==> src/rtl/score_blit_scheduler.sv <==
// score_blit_scheduler: per-frame HUD score sequencer ("HI", hi, cur).
// digits/hi pack digit 0 (MSD) in the top nibble.
module score_blit_scheduler #(
  parameter int MAX_DISTANCE_UNITS = 5,
  parameter int DEST_WIDTH = 11,
  parameter int X = 1148,
  parameter int Y = 20,
  parameter int HI_X = X - 8 * DEST_WIDTH
) (
  input  logic                            clk,
  input  logic                            rst_n,
  input  logic                            frame_start,
  input  logic [4*MAX_DISTANCE_UNITS-1:0] digits,
  input  logic                            paint,
  input  logic                            game_over,
  input  logic                            clear_hi,
  output logic                            blit_valid,
  input  logic                            blit_ready,
  output logic [10:0]                     blit_x,
  output logic [9:0]                      blit_y,
  output logic [3:0]                      blit_sprite,
  output logic                            busy,
  output logic                            frame_done,
  output logic                            overrun
);

  localparam int DW = 4 * MAX_DISTANCE_UNITS;
  localparam logic [2:0] LAST = 3'(MAX_DISTANCE_UNITS - 1);
  localparam logic [3:0] SPR_H = 4'd10;
  localparam logic [3:0] SPR_I = 4'd11;

  typedef enum logic [2:0] {
    IDLE,
    LABEL_H,
    LABEL_I,
    HI_DIGIT,
    CUR_DIGIT,
    DONE
  } state_e;

  state_e          state_q, state_d;
  logic [2:0]      idx_q, idx_d;
  logic [DW-1:0]   cur_q, cur_d;
  logic [DW-1:0]   hi_s_q, hi_s_d;
  logic            paint_s_q, paint_s_d;
  logic [DW-1:0]   hi_q;

  logic            valid_q, valid_d;
  logic [10:0]     x_q, x_d;
  logic [9:0]      y_q, y_d;
  logic [3:0]      spr_q, spr_d;
  logic            busy_q, busy_d;
  logic            done_q, done_d;
  logic            ovr_q, ovr_d;
  logic            xfer;

  function automatic logic [3:0] dig_at(
    input logic [DW-1:0] v,
    input logic [2:0]    i
  );
    logic [DW-1:0] s;
    s = v << {i, 2'b00};
    return s[DW-1 -: 4];
  endfunction

  function automatic logic [10:0] pitch(
    input logic [2:0] i
  );
    return 11'(DEST_WIDTH) * {8'd0, i};
  endfunction

  assign xfer = valid_q && blit_ready;

  always_comb begin
    state_d   = state_q;
    idx_d     = idx_q;
    cur_d     = cur_q;
    hi_s_d    = hi_s_q;
    paint_s_d = paint_s_q;
    ovr_d     = frame_start && (state_q != IDLE);
    unique case (state_q)
      IDLE: begin
        if (frame_start) begin
          cur_d     = digits;
          hi_s_d    = hi_q;
          paint_s_d = paint;
          idx_d     = 3'd0;
          if (hi_q != '0)
            state_d = LABEL_H;
          else if (paint)
            state_d = CUR_DIGIT;
          else
            state_d = DONE;
        end
      end
      LABEL_H: begin
        if (xfer) state_d = LABEL_I;
      end
      LABEL_I: begin
        if (xfer) begin
          state_d = HI_DIGIT;
          idx_d   = 3'd0;
        end
      end
      HI_DIGIT: begin
        if (xfer) begin
          if (idx_q == LAST) begin
            idx_d   = 3'd0;
            state_d = paint_s_q ? CUR_DIGIT : DONE;
          end else begin
            idx_d = idx_q + 3'd1;
          end
        end
      end
      CUR_DIGIT: begin
        if (xfer) begin
          if (idx_q == LAST) begin
            idx_d   = 3'd0;
            state_d = DONE;
          end else begin
            idx_d = idx_q + 3'd1;
          end
        end
      end
      DONE: state_d = IDLE;
      default: state_d = IDLE;
    endcase
  end

  // Request fields are decoded from the next state so they are registered.
  always_comb begin
    valid_d = 1'b0;
    x_d     = '0;
    y_d     = '0;
    spr_d   = '0;
    unique case (state_d)
      LABEL_H: begin
        valid_d = 1'b1;
        x_d     = 11'(HI_X);
        spr_d   = SPR_H;
      end
      LABEL_I: begin
        valid_d = 1'b1;
        x_d     = 11'(HI_X + DEST_WIDTH);
        spr_d   = SPR_I;
      end
      HI_DIGIT: begin
        valid_d = 1'b1;
        x_d     = 11'(HI_X + 2 * DEST_WIDTH)
                + pitch(idx_d);
        spr_d   = dig_at(hi_s_d, idx_d);
      end
      CUR_DIGIT: begin
        valid_d = 1'b1;
        x_d     = 11'(X) + pitch(idx_d);
        spr_d   = dig_at(cur_d, idx_d);
      end
      default: ;
    endcase
    if (valid_d) y_d = 10'(Y);
    busy_d = valid_d;
    done_d = (state_d == DONE);
  end

  always_ff @(posedge clk or negedge rst_n) begin
    if (!rst_n) begin
      state_q   <= IDLE;
      idx_q     <= '0;
      cur_q     <= '0;
      hi_s_q    <= '0;
      paint_s_q <= 1'b0;
      valid_q   <= 1'b0;
      x_q       <= '0;
      y_q       <= '0;
      spr_q     <= '0;
      busy_q    <= 1'b0;
      done_q    <= 1'b0;
      ovr_q     <= 1'b0;
    end else begin
      state_q   <= state_d;
      idx_q     <= idx_d;
      cur_q     <= cur_d;
      hi_s_q    <= hi_s_d;
      paint_s_q <= paint_s_d;
      valid_q   <= valid_d;
      x_q       <= x_d;
      y_q       <= y_d;
      spr_q     <= spr_d;
      busy_q    <= busy_d;
      done_q    <= done_d;
      ovr_q     <= ovr_d;
    end
  end

  // MSD-first nibble packing makes a plain compare the BCD compare.
  always_ff @(posedge clk or negedge rst_n) begin
    if (!rst_n)
      hi_q <= '0;
    else if (clear_hi)
      hi_q <= '0;
    else if (game_over && (digits > hi_q))
      hi_q <= digits;
  end

  assign blit_valid  = valid_q;
  assign blit_x      = x_q;
  assign blit_y      = y_q;
  assign blit_sprite = spr_q;
  assign busy        = busy_q;
  assign frame_done  = done_q;
  assign overrun     = ovr_q;

endmodule

==> config.mk <==
export PLATFORM = sky130hd
export DESIGN_NAME = score_blit_scheduler
export DESIGN_NICKNAME = d
export VERILOG_FILES = /design/src/rtl/score_blit_scheduler.sv
export SDC_FILE = /design/constraint.sdc
export NUM_CORES = 1
export LEC_CHECK = 0
export CORE_UTILIZATION = 45
export CTS_CLUSTER_DIAMETER = 120
export DETAILED_ROUTE_END_ITERATION = 10
export MAX_ROUTING_LAYER = met4
export PLACE_DENSITY_LB_ADDON = 0.05
export SLEW_MARGIN = 20
export SYNTH_ARGS = -nofsm -noshare
export SYNTH_HDL_FRONTEND = slang
export SYNTH_SLANG_ARGS = --single-unit
export TNS_END_PERCENT = 5
==> constraint.sdc <==
create_clock -name clk -period 5.4 [get_ports clk]
set_clock_uncertainty 0.2 [all_clocks]
set_input_delay 1.08 -clock clk [delete_from_list [all_inputs] [get_ports clk]]
set_output_delay 1.08 -clock clk [all_outputs]
set_load 0.05 [all_outputs]
==> summary.txt <==
STA
  – Slew of the pin with the lowest slew margin: roughly 1.1 ns
  – Setup Viol. Count Final: 0
  – RSZ-0062 raised after global routing: no
  – Final hold viol count: 0
  – TNS Setup: 0 ns
  – Crit share post-route: 0.884
  – Min Tclk post-route: 4.77 ns
  – Pins over their slew limit: 0
  – FMAX: 210 MHz
  – Slew margin rel.: 0.280

Global routing
  – First-pass GRT wire length: between 20000 and 25000 microns
  – Largest net degree at the start of global routing: 83
  – Grt ovf: 0
  – Initial antenna violation count: 0
  – GRT Resource Usage Total: 0.235
  – Vias in the first global route: 4185

Critical path
  – Max stage delay on crit path: 0.59 ns
  – Flop2flop setup slack: 1.12 ns
  – Worst EP required: between 5 and 6 ns
  – CP Depth: 15
  – RR Startpoint: idx_q[0]$_DFF_PN0_
  – R2r worst-path depth: 16
  – CP Cell Sequence: clkdlybuf4s50_1 > and4b_4 > a211o_1 > a211o_1 > inv_1 > ha_1 > ha_1 > fa_1 > inv_1 > ha_1 > a21oi_1 > inv_1 > or3_1 > a31oi_1 > o211ai_2
  – CP top delay family: adder cells
  – CP Buf/Inv Count: 4
  – WP data arrival: 4.79 ns
  – Setup CP Type: in -> reg
  – Worst setup path end: blit_x[6]$_DFF_PN0_
  – Startpoint Class: input port
  – Critical path's slowest cell: fa_1
  – CP endpoint kind: register
  – Reg2reg end: blit_x[6]$_DFF_PN0_
  – Max FO, Critical Path: 6
  – Worst Setup SP: blit_ready

Placed design
  – Placer congestion estimate: around 0.85
  – Port bufs: 45
  – Hpwl dp: 9750 microns

Yosys
  – Post-Synthesis Cells: 577
  – Post-synth EDFFs: 0
  – Yosys Warn Count: 0
  – Yosys cell types: just under 80
  – Seq cells post-synth: 82
  – Area of the mapped netlist: 5300 sq um
  – Avg Synthesized Cell Area: about 9 sq um
  – Synth Flop Type: dfrtp_1
  – Post-synth ARST share: 1.00
  – Register area share after synthesis: 0.387

CTS
  – Postcts setup bufs: 0
  – H-Tree Depth: 3
  – Clock sink total: 82
  – Clk buf depth: 2
  – Clock latency on the worst-skew pair: 0.34 ns
  – Post-CTS Resized: 0
  – Clock root cell: clkbuf_16
  – Inserted Clock Buffers: 9
  – TritonCTS clock tree: done
  – Worst-path clk slew: about 0.060 ns
  – Post-CTS Hold Fix Bufs: 0

Cells and area
  – Final Core Density: 0.526
  – Area Overhead vs Synth: 13.8%
  – Most frequent cells in the layout: nand2_1 (98), dfrtp_1 (82), nand2b_1 (45)
  – Most common cell after layout, fill and taps aside: nand2_1
  – Layout cells sized above 1: 0.0816
  – ANT cells: 0
  – Net count, final: 666

Power
  – LEAKAGE: 2.76 nW
  – Worst vdd ir: approximately 0.45 mV
  – Power Density: approximately 700 nW/um^2

Drt
  – Antenna Nets Post-Route: 0
  – Initial DRC Count: 254
  – Total vias in the final route: 4158
  – DRC Markers: 0
  – WL final: approximately 13000 microns
  – DRT Pass-1 Iters: 4
  – Routed WL per cell: 17.7 microns
  – Via density: 5.50

Worst hold path
  – Hold Path Cell Cnt: 2
  – Min-Delay Path Class: reg -> reg

Floorplan
  – Core ar.: 11500 sq um
  – DIE AREA: 12200 sq um
  – IO Pins: 56
  – Width of the die: 111 microns
  – # rows: 39
  – Initial Util: 0.462
  – Die Y: 111 microns

Flow run
  – Max cap viols: 0

Run status
  – Status: completed
[Yosys cell counts, drive strengths merged (6+ instances only)]
library cell	instances	share of area
o21ai	36	0.034
nand3	9	0.0094
a21o	6	0.0085
clkbuf	10	0.0078
buf	31	0.048
ha	30	0.071
a21oi	28	0.027
o21bai	6	0.0085
o211ai	7	0.011
nor2	22	0.016
dfrtp	82	0.39
nand4	6	0.0071
nor3	8	0.012
inv	38	0.029
nand2b	45	0.053
xnor2	6	0.015
nand2	99	0.071
mux2i	31	0.059
[per-stage QoR]
step / setup slack, ns / hold WS, ns / std cells / area [sq um] / power [mW]
global route: 0.433 / 0.299 / 756 / 6040 / 4.46
CTS: 0.677 / 0.275 / 756 / 6030 / 4.15
finish: 0.628 / 0.269 / 756 / 6040 / 4.13
global placement: 0.371 / 0.253 / 740 / 5730 / 3.49
floorplan: 0.949 / 0.237 / 586 / 5340 / 2.97
detailed placement: 0.318 / 0.259 / 740 / 5730 / 3.52
[routing by layer]
| layer | part of all wire | global-route usage | up-vias | routed length (microns) |
|---|---|---|---|---|
| met4 | 0.025 | 0.0969 | 0 | 329 |
| li1 | - | - | 2038 | - |
| met3 | 0.041 | 0.0307 | 22 | 551 |
| met5 | 0 | - | - | 0 |
| met2 | 0.49 | 0.386 | 108 | 6510 |
| met1 | 0.45 | 0.294 | 1990 | 6000 |
[worst min-delay path: cells and delay by family, from the launching register on]
kind	cells	cell delay, ns
DFF	1	0.32
and+or+nand+nor	2	0.12
[cells by family after synthesis]
family | Yosys count | share of synthesized area
compound gates | 124 | 0.158
xor+xnor | 8 | 0.0182
fa+ha+maj | 32 | 0.0767
buf+inv | 79 | 0.0847
flops | 82 | 0.387
mux | 33 | 0.0628
other cells | 1 | 0.000707
simple gates | 218 | 0.212
[power breakdown]
| part | switching (mW) | internal [mW] | total (mW) |
|---|---|---|---|
| Clock | 0.245 | 0.374 | 0.619 |
| Combinational | 1.58 | 0.987 | 2.57 |
| Sequential | 0.105 | 0.839 | 0.944 |
[area by class of cell]
type / count / area (sq um)
fill: 1075 / 5430
multi-input combinational: 425 / 2840
sequential: 82 / 2050
timing repair buffer: 52 / 504
clock buffer: 15 / 298
tap: 143 / 179
inverter: 38 / 155
clock inverter: 1 / 5.00
[worst min path at each step]
stage | startpoint | to | slack (ns)
6_report | cur_q[6]$_DFF_PN0_ | cur_q[6]$_DFF_PN0_ | 0.27
4_1_cts | cur_q[12]$_DFF_PN0_ | cur_q[12]$_DFF_PN0_ | 0.28
3_5_place_dp | cur_q[12]$_DFF_PN0_ | cur_q[12]$_DFF_PN0_ | 0.26
5_1_grt | cur_q[10]$_DFF_PN0_ | cur_q[10]$_DFF_PN0_ | 0.30
3_3_place_gp | cur_q[6]$_DFF_PN0_ | cur_q[6]$_DFF_PN0_ | 0.25
2_1_floorplan | cur_q[12]$_DFF_PN0_ | cur_q[12]$_DFF_PN0_ | 0.24
[state kept, by name, summed over array words and instances (netlist names)]
name / count
cur_q: 20
blit_sprite: 4
idx_q: 3
blit_x: 8
paint_s_q: 1
state_q: 3
frame_done: 1
blit_y: 1
hi_q: 20
hi_s_q: 20
overrun: 1
Power figures use the tool's default switching activity.
